--- src/rtl/oversample_dru.sv ---
`default_nettype none
// ============================================================================
// Module   : oversample_dru
// Purpose  : Oversampled data recovery unit. Finds the edge phase of an
//            oversampled serial line and picks the sample opposite the edge
//            (half a bit away). Data bits are emitted one window per cycle.
//            When the sampling phase wraps, one bit is dropped or one is
//            added.
// Ports    : clk           - clock
//            aresetn       - asynchronous active-low reset
//            sample_valid  - sample_window is valid this cycle
//            sample_window - SAMPLES samples, bit 0 earliest
//            data_out      - recovered bits, bit 0 earliest (lowest
//                            data_count bits meaningful)
//            data_count    - BITS-1, BITS or BITS+1 valid bits
//            data_valid    - data_out/data_count valid
//            phase         - current sampling phase
//            locked        - set by the first confirmed phase decision
//            slip_count    - saturating count of phase wraps
// Options  : define OVERSAMPLE_DRU_STATS_EN to build the slip counter;
//            otherwise slip_count is tied to zero.
// Latency  : a window accepted in cycle c appears on the outputs in cycle c+2
//            (two register stages).
// Revision : 1.0 - initial release
// ============================================================================
module oversample_dru #(
  parameter  int SAMPLES    = 8,
  parameter  int RATIO      = 4,
  parameter  int PHASE_HOLD = 4,
  localparam int BITS       = SAMPLES / RATIO,
  localparam int CW         = $clog2(BITS + 2),
  localparam int PW         = $clog2(RATIO)
) (
  input  logic               clk,
  input  logic               aresetn,
  input  logic               sample_valid,
  input  logic [SAMPLES-1:0] sample_window,
  output logic [BITS:0]      data_out,
  output logic [CW-1:0]      data_count,
  output logic               data_valid,
  output logic [PW-1:0]      phase,
  output logic               locked,
  output logic [15:0]        slip_count
);

  localparam int HW = $clog2(PHASE_HOLD + 1);
  localparam int SW = (SAMPLES > 1) ? $clog2(SAMPLES) : 1;

  localparam logic [1:0] c_MODE_NORMAL = 2'd0;
  localparam logic [1:0] c_MODE_FWD    = 2'd1;  // RATIO-1 -> 0: one bit fewer
  localparam logic [1:0] c_MODE_BWD    = 2'd2;  // 0 -> RATIO-1: one bit more

  // Phase tracking state
  logic [PW-1:0] r_phase;
  logic [PW-1:0] r_prev_phase;   // phase used by the previous accepted window
  logic [PW-1:0] r_cand;
  logic [HW-1:0] r_hold;
  logic          r_locked;
  logic          r_msb;          // MSB of the previous accepted window

  // Stage 1 registers
  logic               r_s1_valid;
  logic [SAMPLES-1:0] r_s1_win;
  logic               r_s1_prev_msb;
  logic [PW-1:0]      r_s1_phase;
  logic [1:0]         r_s1_mode;

  // Stage 2 (output) registers
  logic [BITS:0]   r_data_out;
  logic [CW-1:0]   r_data_count;
  logic            r_data_valid;

  // Edge detection
  logic [SAMPLES-1:0]             w_trans;
  logic [RATIO-1:0][BITS-1:0]     w_edge_terms;
  logic [RATIO-1:0]               w_edge;
  logic                           w_single;
  logic [PW-1:0]                  w_cand_p;
  logic [HW-1:0]                  w_hold_next;
  logic                           w_decide;
  logic [PW-1:0]                  w_new_phase;
  logic [1:0]                     w_mode;

  // Extraction
  logic [BITS:0]   w_dout;
  logic [CW-1:0]   w_dcnt;
  logic [SW-1:0]   w_idx;

  // Sample i is compared with sample i-1; sample 0 with the last window's MSB.
  assign w_trans = sample_window ^ {sample_window[SAMPLES-2:0], r_msb};

  for (genvar p = 0; p < RATIO; p++) begin : g_phase
    for (genvar k = 0; k < BITS; k++) begin : g_slot
      assign w_edge_terms[p][k] = w_trans[k*RATIO+p];
    end
    assign w_edge[p] = |w_edge_terms[p];
  end

  assign w_single = $onehot(w_edge);

  always_comb begin
    w_cand_p = '0;
    for (int p = 0; p < RATIO; p++) begin
      if (w_edge[p]) w_cand_p = PW'(p);
    end
  end

  assign w_hold_next = (w_cand_p == r_cand) ? r_hold + HW'(1) : HW'(1);
  assign w_decide    = w_single && (w_hold_next == HW'(PHASE_HOLD));
  // RATIO is a power of two, so the PW-bit add wraps modulo RATIO.
  assign w_new_phase = w_cand_p + PW'(RATIO / 2);

  // Classify the phase change between the previous window and this one.
  always_comb begin
    w_mode = c_MODE_NORMAL;
    if (r_prev_phase == PW'(RATIO - 1) && r_phase == '0)
      w_mode = c_MODE_FWD;
    else if (r_prev_phase == '0 && r_phase == PW'(RATIO - 1))
      w_mode = c_MODE_BWD;
  end

  always_ff @(posedge clk or negedge aresetn) begin
    if (!aresetn) begin
      r_phase      <= PW'(RATIO / 2);
      r_prev_phase <= PW'(RATIO / 2);
      r_cand       <= '0;
      r_hold       <= '0;
      r_locked     <= 1'b0;
      r_msb        <= 1'b0;
    end else if (sample_valid) begin
      r_msb        <= sample_window[SAMPLES-1];
      r_prev_phase <= r_phase;
      if (w_single) begin
        r_cand <= w_cand_p;
        if (w_decide) begin
          r_phase  <= w_new_phase;
          r_hold   <= '0;
          r_locked <= 1'b1;
        end else begin
          r_hold <= w_hold_next;
        end
      end
    end
  end

  always_ff @(posedge clk or negedge aresetn) begin
    if (!aresetn) begin
      r_s1_valid    <= 1'b0;
      r_s1_win      <= '0;
      r_s1_prev_msb <= 1'b0;
      r_s1_phase    <= PW'(RATIO / 2);
      r_s1_mode     <= c_MODE_NORMAL;
    end else begin
      r_s1_valid <= sample_valid;
      if (sample_valid) begin
        r_s1_win      <= sample_window;
        r_s1_prev_msb <= r_msb;
        r_s1_phase    <= r_phase;
        r_s1_mode     <= w_mode;
      end
    end
  end

  always_comb begin
    w_dout = '0;
    w_dcnt = CW'(BITS);
    w_idx  = '0;
    case (r_s1_mode)
      c_MODE_FWD: begin
        // Phase is 0 here; slot 0 was already covered by the last window.
        w_dcnt = CW'(BITS - 1);
        for (int k = 0; k < BITS - 1; k++) begin
          w_dout[k] = r_s1_win[(k+1)*RATIO];
        end
      end
      c_MODE_BWD: begin
        // Phase is RATIO-1 here; the previous window's MSB is an extra bit.
        w_dcnt    = CW'(BITS + 1);
        w_dout[0] = r_s1_prev_msb;
        for (int k = 0; k < BITS; k++) begin
          w_dout[k+1] = r_s1_win[k*RATIO+RATIO-1];
        end
      end
      default: begin
        for (int k = 0; k < BITS; k++) begin
          w_idx     = SW'(k * RATIO) + SW'(r_s1_phase);
          w_dout[k] = r_s1_win[w_idx];
        end
      end
    endcase
  end

  always_ff @(posedge clk or negedge aresetn) begin
    if (!aresetn) begin
      r_data_valid <= 1'b0;
      r_data_out   <= '0;
      r_data_count <= '0;
    end else begin
      r_data_valid <= r_s1_valid;
      if (r_s1_valid) begin
        r_data_out   <= w_dout;
        r_data_count <= w_dcnt;
      end
    end
  end

`ifdef OVERSAMPLE_DRU_STATS_EN
  logic [15:0] r_slip;

  always_ff @(posedge clk or negedge aresetn) begin
    if (!aresetn) begin
      r_slip <= '0;
    end else if (r_s1_valid && r_s1_mode != c_MODE_NORMAL && r_slip != 16'hFFFF) begin
      r_slip <= r_slip + 16'd1;
    end
  end

  assign slip_count = r_slip;
`else
  assign slip_count = 16'd0;
`endif

  assign data_out   = r_data_out;
  assign data_count = r_data_count;
  assign data_valid = r_data_valid;
  assign phase      = r_phase;
  assign locked     = r_locked;

endmodule
`default_nettype wire

--- config.mk ---
export PLATFORM = sky130hd
export DESIGN_NAME = oversample_dru
export DESIGN_NICKNAME = d
export VERILOG_FILES = /design/src/rtl/oversample_dru.sv
export SDC_FILE = /design/constraint.sdc
export NUM_CORES = 1
export LEC_CHECK = 0
export CAP_MARGIN = 20
export CORE_UTILIZATION = 45
export CTS_CLUSTER_DIAMETER = 200
export DETAILED_ROUTE_END_ITERATION = 16
export GPL_ROUTABILITY_DRIVEN = 1
export PLACE_DENSITY = 0.76
export SYNTH_ARGS = -nofsm -noshare
export SYNTH_HDL_FRONTEND = slang
export SYNTH_SLANG_ARGS = --single-unit
--- constraint.sdc ---
create_clock -name clk -period 3 [get_ports clk]
set_clock_uncertainty 0.1 [all_clocks]
set_input_delay 0.6 -clock clk [delete_from_list [all_inputs] [get_ports clk]]
set_output_delay 0.6 -clock clk [all_outputs]
set_load 0.01 [all_outputs]
Word level (Yosys, flattened, before mapping):

Index checks and enable logic that the tools add are counted.

* register bits: 29
* output and inout bits: 25

* eq/ne operators: 7
* $add $sub $neg: 6
* reductions and logical operators: 11
* bitwise operators: 1
* magnitude comparators: 2
* mux-type cells: 15

Operators with widths (number)
* 2-to-1 mux 2 bit: 4
* OR reduction 2 bit: 4
* bitwise XOR 8 bit: 1
* equality test 2 bit, second input constant: 3
* 2-to-1 mux 3 bit: 2
* adder 1 x 1 -> 2 bit: 2
* logical NOT 2 bit: 2
* less-than comparator 2 x 4 -> 1 bit, second input constant: 1
* less-than comparator 3 x 4 -> 1 bit, second input constant: 1
* 2-to-1 mux 1 bit: 4
* case mux 1 bit (2 select lines): 2
* case mux 2 bit (2 select lines): 1
* adder 2 x 2 -> 3 bit: 1
* adder 3 x 1 -> 3 bit, second input constant: 1
* adder 3 x 2 -> 3 bit, first input constant: 1
* binary-select mux 1 bit (select 3 bit): 1
* equality test 3 x 1 -> 1 bit, second input constant: 1
* equality test 3 bit, second input constant: 1
* logical AND 1 bit: 3
* AND reduction 3 bit: 1
* adder 2 bit, second input constant: 1
* binary-select mux 1 bit (select 2 bit): 1
* equality test 2 x 1 -> 1 bit, second input constant: 1
* equality test 2 bit: 1
* AND reduction 2 bit: 1

Longest topological paths before layout:

Gate-level depths: netlist of the first run.

* depth after elaboration: 10
* gate-level depth with buffers: 11
* depth with buffers taken out: 10

Worst setup path after synthesis of the first run:

OpenSTA, ideal clock, no wires.

* path type: input -> register
* start: input sample_window[6]
* end: register r_phase[0], in the netlist phase[0]
* buffers on the path: 1
* data required time: 2.775 ns
* setup slack: -0.280 ns
* arrival time: 3.055 ns
* stages: 11
* library setup time: 0.125 ns
* cell sequence: xnor2_1 > and2_4 > inv_2 > fa_1 > ha_1 > ha_1 > nor4bb_1 > clkbuf_1 > nand2_1 > a21oi_4 > mux2_4

* cells in the longest elaborated chain, start to end: 9
* elaborated cells between the ends (all ways): 14

RTL lines
* from (decl): line 37 `input logic [SAMPLES-1:0] sample_window,`
* bitwise XOR 8 bit (*): line 90 `assign w_trans = sample_window ^ {sample_window[SAMPLES-2:0], r_msb};`
* OR reduction 2 bit: line 96 `assign w_edge[p] = |w_edge_terms[p];`
* 2-to-1 mux 2 bit (2 in a row): line 104 `if (w_edge[p]) w_cand_p = PW'(p);`
* equality test 2 bit: line 108 `assign w_hold_next = (w_cand_p == r_cand) ? r_hold + HW'(1) : HW'(1);`
* 2-to-1 mux 3 bit: line 108
* equality test 3 bit: line 109 `assign w_decide = w_single && (w_hold_next == HW'(PHASE_HOLD));`
* logical AND 1 bit: line 109
* AND reduction 3 bit (no line)
* to (signal assigned): line 124 `r_phase <= PW'(RATIO / 2);`
* to (signal assigned): line 136 `r_phase <= w_new_phase;`
* to (decl): line 54 `logic [PW-1:0] r_phase;`

Every way passes the cells marked *; elsewhere a longest branch is shown, timed or not.
A chain may end at the register's enable or synchronous reset.

Worst setup path in the final report of the first run:

* start: input sample_window[5]
* end: register r_phase[0], in the netlist phase[0]

* cells in the longest elaborated chain, start to end: 10
* elaborated cells between the ends (all ways): 16

RTL lines (line)
* bitwise XOR 8 bit (*): 90
* OR reduction 2 bit: 96
* 2-to-1 mux 1 bit: 104
* 2-to-1 mux 2 bit (2 in a row): 104
* equality test 2 bit: 108
* 2-to-1 mux 3 bit: 108
* equality test 3 bit: 109
* logical AND 1 bit: 109
* AND reduction 3 bit (no line)

Marked as above.

==> results of run 1 <==
==> layout make-up <==
| type | instances | area (µm²) | area share, % |
|---|---|---|---|
| Sequential cell | 28 | 703 | 35.7 |
| Clock inverter | 1 | 30.0 | 1.52 |
| Inverter | 8 | 32.5 | 1.65 |
| Timing Repair Buffer | 35 | 277 | 14.0 |
| Multi-Input combinational cell | 99 | 850 | 43.1 |
| Tap cell | 46 | 57.6 | 2.92 |
| Clock buffer | 3 | 22.5 | 1.14 |
==> kinds of logic (layout without fill, tap and decap cells) <==
logic type	count (synthesis)	in the layout	share of synthesized area [%]
compound gates	20	20	10.4
xor+xnor	8	8	4.46
fa+ha+maj	6	6	5.25
buf+inv	28	47	10.6
flops	28	28	44.7
mux	16	16	13.3
other cells	1	16	0.239
simple gates	33	33	11.0
==> Yosys cell counts, drive strengths merged <==
cell type  number
nand2           7
clkbuf          2
conb            1
and2            2
nor2b           1
o32a            2
mux2i           1
o21ai           5
a32o            1
dfrtp          26
buf            18
nand3           2
xor2            2
o22ai           1
nand2b          5
ha              5
mux2           13
dfstp           2
a31o            1
nand4b          1
a21oi           7
a31oi           1
mux4            2
or2             2
a221oi          1
nand4           2
nor4bb          1
fa              1
inv             8
nor2           10
xnor2           6
o211ai          1
==> flip-flops by register name, summed over array words and instances, names as in the netlist <==
name	count
data_count	2
data_out	3
data_valid	1
locked	1
phase	2
r_cand	2
r_hold	3
r_msb	1
r_s1_mode	2
r_s1_phase	2
r_s1_prev_msb	1
r_s1_valid	1
r_s1_win	7
==> worst max path at each step <==
stage | end | start | depth (start not counted) | slack [ns]
2_1_floorplan | phase[0]$_DFFE_PN0P_ | sample_window[7] | 11 | -0.05
3_3_place_gp | phase[0]$_DFFE_PN0P_ | sample_window[2] | 12 | -0.60
3_5_place_dp | phase[0]$_DFFE_PN0P_ | sample_window[2] | 12 | -0.67
4_1_cts | phase[0]$_DFFE_PN0P_ | sample_window[7] | 12 | 0.002
5_1_grt | phase[0]$_DFFE_PN0P_ | sample_window[2] | 12 | -0.02
6_report | phase[0]$_DFFE_PN0P_ | sample_window[5] | 11 | 0.1
==> per-stage QoR <==
stage / hold slack [ns] / setup slack [ns] / utilization (%) / std cells
after floorplan: 0.204 / -0.0512 / - / 155
after global placement: 0.359 / -0.604 / 57.4 / 216
after detailed placement: 0.372 / -0.669 / 57.4 / 216
after CTS: 0.407 / 0.00165 / 59.1 / 220
after global routing: 0.428 / -0.0237 / 59.1 / 220
final: 0.400 / 0.0974 / 59.1 / 220
==> routing by layer <==
metal / track usage, % / routed length [µm] / share of wire [%] / up-vias
met3: 3.36 / 125 / 4.4 / 6
met2: 28.6 / 1460 / 52 / 37
met1: 21.1 / 1190 / 42 / 544
met5: 0 / 0 / 0 / -
met4: 5.19 / 51 / 1.8 / 0
li1: - / - / - / 512
==> where the power goes <==
| group | total (mW) | internal [mW] | switching [mW] | leakage [nW] |
|---|---|---|---|---|
| Clock | 0.245 | 0.135 | 0.110 | 0.0279 |
| Combinational | 0.393 | 0.218 | 0.176 | 0.497 |
| Sequential | 0.501 | 0.441 | 0.0606 | 0.330 |
==> what timing repair did <==
action                                  CTS  global route
pin swaps                                 4             4
hold endpoints to repair                  0             0
gates resized for setup                  12            18
endpoints found under the setup margin    8             5
==> worst max-delay path, cell delays in order <==
cell,delay [ns]
clkbuf_2,0.11
xor2_2,0.18
or2_4,0.27
fa_1,0.56
ha_2,0.20
ha_4,0.20
nor4bb_2,0.24
buf_4,0.15
nand2_2,0.06
a21oi_4,0.16
mux2_4,0.31
==> impl_metrics.json, run 1 <==
{
  "fmax_mhz": 345,
  "period_needed_ns": 2.90,
  "final_max_slew_viol_count": 0,
  "antennaDiodeCount": 0,
  "hold_viol": 0,
  "cap_violations": 0,
  "clk_pin_slew_ns": 0.15,
  "tns_ns": 0,
  "critPathKind": "in -> reg",
  "outcome": "finished clean",
  "final_area_mm2": 0.00197,
  "clk_latency_ns": 0.32,
  "syn2layout_area_growth_pct": 25.5,
  "antenna_found_initial": 0,
  "yosysWarnings": 0,
  "mostFrequentLayoutCell": "dfrtp_1",
  "postCtsHoldBufs": 0,
  "vias": 1099,
  "portBuffers": 19,
  "routed_wl_mm": 2.83,
  "worstPathRequired_ns": 3.13,
  "grt_max_degree": 29,
  "synthCells": 140,
  "finalCritPeriodShare_pct": 96.8,
  "nFillCells": 280,
  "rr_endpoint": "phase[0]$_DFFE_PN0P_",
  "synth.avg_cell_area_um2": 11.2,
  "synth.area.top_cells": "dfrtp_1 41%, mux2_2 7.9%, buf_4 7.6%",
  "grtUsageTotal_pct": 16.6,
  "powerDensity_mw_per_mm2": 578,
  "die_h_um": 61.1,
  "crit_fanout": 3,
  "synth-seq-cells": 28,
  "worstSetupEndpointType": "flop",
  "firstDrtPassIters": 4,
  "whs_path_depth": 1,
  "wl_per_cell_um": 12.9,
  "min_to": "locked$_DFFE_PN0P_",
  "startpoint_type": "primary input",
  "drt_iter0_drc": 51,
  "netlist_area_mm2": 0.00157,
  "placed_area_mm2": 0.00192,
  "grt_overflow": 0,
  "min_path_type": "reg -> reg",
  "cts_buffer_depth": 2,
  "yosysSeqAreaShare_pct": 44.7,
  "final_cell_mix": "26 x dfrtp_1, 16 x conb_1, 16 x buf_4",
  "reg2reg_depth": 10,
  "tritoncts": "done",
  "drc": 0,
  "place_congestion": 0.799,
  "rrSetupSlack_ns": 0.26,
  "ant_nets": 0,
  "io-pin-count": 36,
  "first_global_vias": 1060,
  "fp.dieW_um": 61.1,
  "crit_arrival_ns": 3.03,
  "p_leak_nw": 0.855,
  "synth.distinct_cells": 39,
  "drive_above_1_share_pct": 36.2,
  "core_area_mm2": 0.00334,
  "setup_viol": 0,
  "post_cts_buffers": 0,
  "yosysTopAreaCell": "dfrtp_1",
  "timing.rr.start": "r_msb$_DFFE_PN0P_",
  "cts.sinks": 28,
  "synth_top_cell_area_share_pct": 41.4,
  "min-delay-start": "locked$_DFFE_PN0P_",
  "h-tree-depth": 1,
  "cts_made_buffers": 3,
  "power_mw": 1.14,
  "hpwl_mm": 2.22,
  "start_util_pct": 47.1,
  "dieArea_mm2": 0.00373,
  "drt-vias-per-instance": 5.00,
  "grt_pass1_wl_mm": 4.62,
  "cts_root_buf": "clkbuf_4",
  "nets": 192,
  "fp-row-count": 21,
  "ir_drop_mv": 0.254
}
Note: power is estimated with default switching activity, not from simulation.
==> inputs of run 2 (changes only) <==
--- a/config.mk
+++ b/config.mk
@@ -6,6 +6,7 @@
 export NUM_CORES = 1
 export LEC_CHECK = 0
 export CAP_MARGIN = 20
+export CORE_MARGIN = 5
 export CORE_UTILIZATION = 45
 export CTS_CLUSTER_DIAMETER = 200
 export DETAILED_ROUTE_END_ITERATION = 16
==> impl_metrics.json, run 2 (synthesis results as in run 1) <==
{
  "whs_path_depth": 1,
  "cts_made_buffers": 3,
  "firstDrtPassIters": 4,
  "critPathKind": "in -> reg",
  "drt_iter0_drc": 33,
  "portBuffers": 19,
  "crit_arrival_ns": 3.04,
  "drc": 0,
  "timing.rr.start": "r_msb$_DFFE_PN0P_",
  "antenna_found_initial": 0,
  "final_cell_mix": "26 x dfrtp_1, 18 x buf_4, 16 x conb_1",
  "fp.dieW_um": 69.1,
  "clk_latency_ns": 0.34,
  "fin_hold_ws_ns": 0.403,
  "routed_wl_mm": 3.17,
  "hpwl_mm": 2.47,
  "rrSetupSlack_ns": 0.21,
  "cts_root_buf": "clkbuf_4",
  "largest_register_ffs": 7,
  "power_mw": 1.16,
  "tritoncts": "done",
  "reg2reg_depth": 10,
  "worstSetupEndpointType": "flop",
  "regMostFlops": "r_s1_win",
  "cap_violations": 0,
  "min_path_type": "reg -> reg",
  "ir_drop_mv": 0.288,
  "dieArea_mm2": 0.00477,
  "grt_overflow": 0,
  "drt-vias-per-instance": 4.92,
  "cp-startpoint": "sample_window[0]",
  "powerDensity_mw_per_mm2": 583,
  "clk_pin_slew_ns": 0.15,
  "cts_buffer_depth": 2,
  "vias": 1092,
  "setup_ws_ns": 0.0937,
  "io-pin-count": 36,
  "worstPathRequired_ns": 3.14,
  "die_h_um": 69.1,
  "min-delay-start": "locked$_DFFE_PN0P_",
  "ant_nets": 0,
  "setup_viol": 0,
  "core_area_mm2": 0.00336,
  "p_leak_nw": 0.860,
  "startpoint_type": "primary input",
  "fp-row-count": 21,
  "finalCritPeriodShare_pct": 96.9,
  "outcome": "finished clean",
  "rr_endpoint": "phase[0]$_DFFE_PN0P_",
  "syn2layout_area_growth_pct": 26.4,
  "period_needed_ns": 2.91,
  "hold_viol": 0,
  "place_congestion": 0.862,
  "postCtsHoldBufs": 0,
  "grtUsageTotal_pct": 13.9,
  "h-tree-depth": 1,
  "dp_slack_ns": -0.674,
  "cts.sinks": 28,
  "antennaDiodeCount": 0,
  "nFillCells": 286,
  "drive_above_1_share_pct": 35.2,
  "mostFrequentLayoutCell": "dfrtp_1",
  "wl_per_cell_um": 14.3,
  "start_util_pct": 46.7,
  "first_global_vias": 1168,
  "grt_pass1_wl_mm": 5.38,
  "final_max_slew_viol_count": 0,
  "rsz0062_at_grt": "no",
  "nets": 194,
  "grt_max_degree": 29,
  "fmax_mhz": 344,
  "crit_fanout": 3,
  "finalCoreUtilization_pct": 59.0,
  "min_to": "locked$_DFFE_PN0P_"
}
[run 2: changes by cell type in the layout (fill, tap and decap cells not counted)]
cell,previous run,this run
xnor2_2,2,0
clkbuf_2,7,4
xor2_2,2,1
buf_2,0,1
clkdlybuf4s15_2,1,3
xor2_1,0,1
nor4bb_4,0,1
xnor2_1,2,4
buf_4,16,18
nor4bb_2,1,0
[run 2: worst max-delay path, stage by stage]
cell	delay, ns
clkbuf_2	0.12
xor2_1	0.18
or2_4	0.26
fa_1	0.55
ha_2	0.20
ha_4	0.21
nor4bb_4	0.25
buf_4	0.15
nand2_2	0.06
a21oi_4	0.16
mux2_4	0.31
[run 2: layout make-up]
type	instances	area, µm²	share of cell area (%)
well taps	46	57.6	2.90
repair buffers	37	304	15.3
flip-flops and latches	28	703	35.4
multi-input cells	99	836	42.1
clock buffers	3	22.5	1.13
clock inverters	1	30.0	1.51
inverters	8	32.5	1.64
[run 2: worst max-delay path by stage]
stage | endpoint | depth (start not counted)
after floorplan | phase[0]$_DFFE_PN0P_ | 11
after global placement | phase[0]$_DFFE_PN0P_ | 12
after detailed placement | phase[0]$_DFFE_PN0P_ | 12
after CTS | phase[0]$_DFFE_PN0P_ | 11
after global routing | phase[0]$_DFFE_PN0P_ | 11
final | phase[0]$_DFFE_PN0P_ | 11
[run 2: metal layers]
| layer | wire length [µm] | track usage [%] |
|---|---|---|
| met5 | 0 | 0 |
| met4 | 69 | 6.07 |
| met3 | 199 | 3.05 |
| met2 | 1630 | 24.8 |
| met1 | 1280 | 15.8 |
[run 2: repair_timing]
item                                   in CTS  in global routing
setup endpoints to repair                   8                  4
gates resized for setup                    21                  8
endpoints found under the hold margin       0                  0
buffers inserted                            0                  1
pin swaps                                   4                  5
[run 2: through the flow]
stage / cell area, µm² / TNS, ns / std cells
2_1_floorplan: 1690 / -0.0606 / 155
3_3_place_gp: 1920 / -3.44 / 217
3_5_place_dp: 1920 / -4.32 / 217
4_1_cts: 1990 / 0 / 221
5_1_grt: 1990 / 0 / 222
6_report: 1990 / 0 / 222
[run 2: power breakdown]
| group | switching, mW | internal [mW] |
|---|---|---|
| Sequential | 0.0593 | 0.441 |
| Clock | 0.116 | 0.135 |
| Combinational | 0.179 | 0.227 |
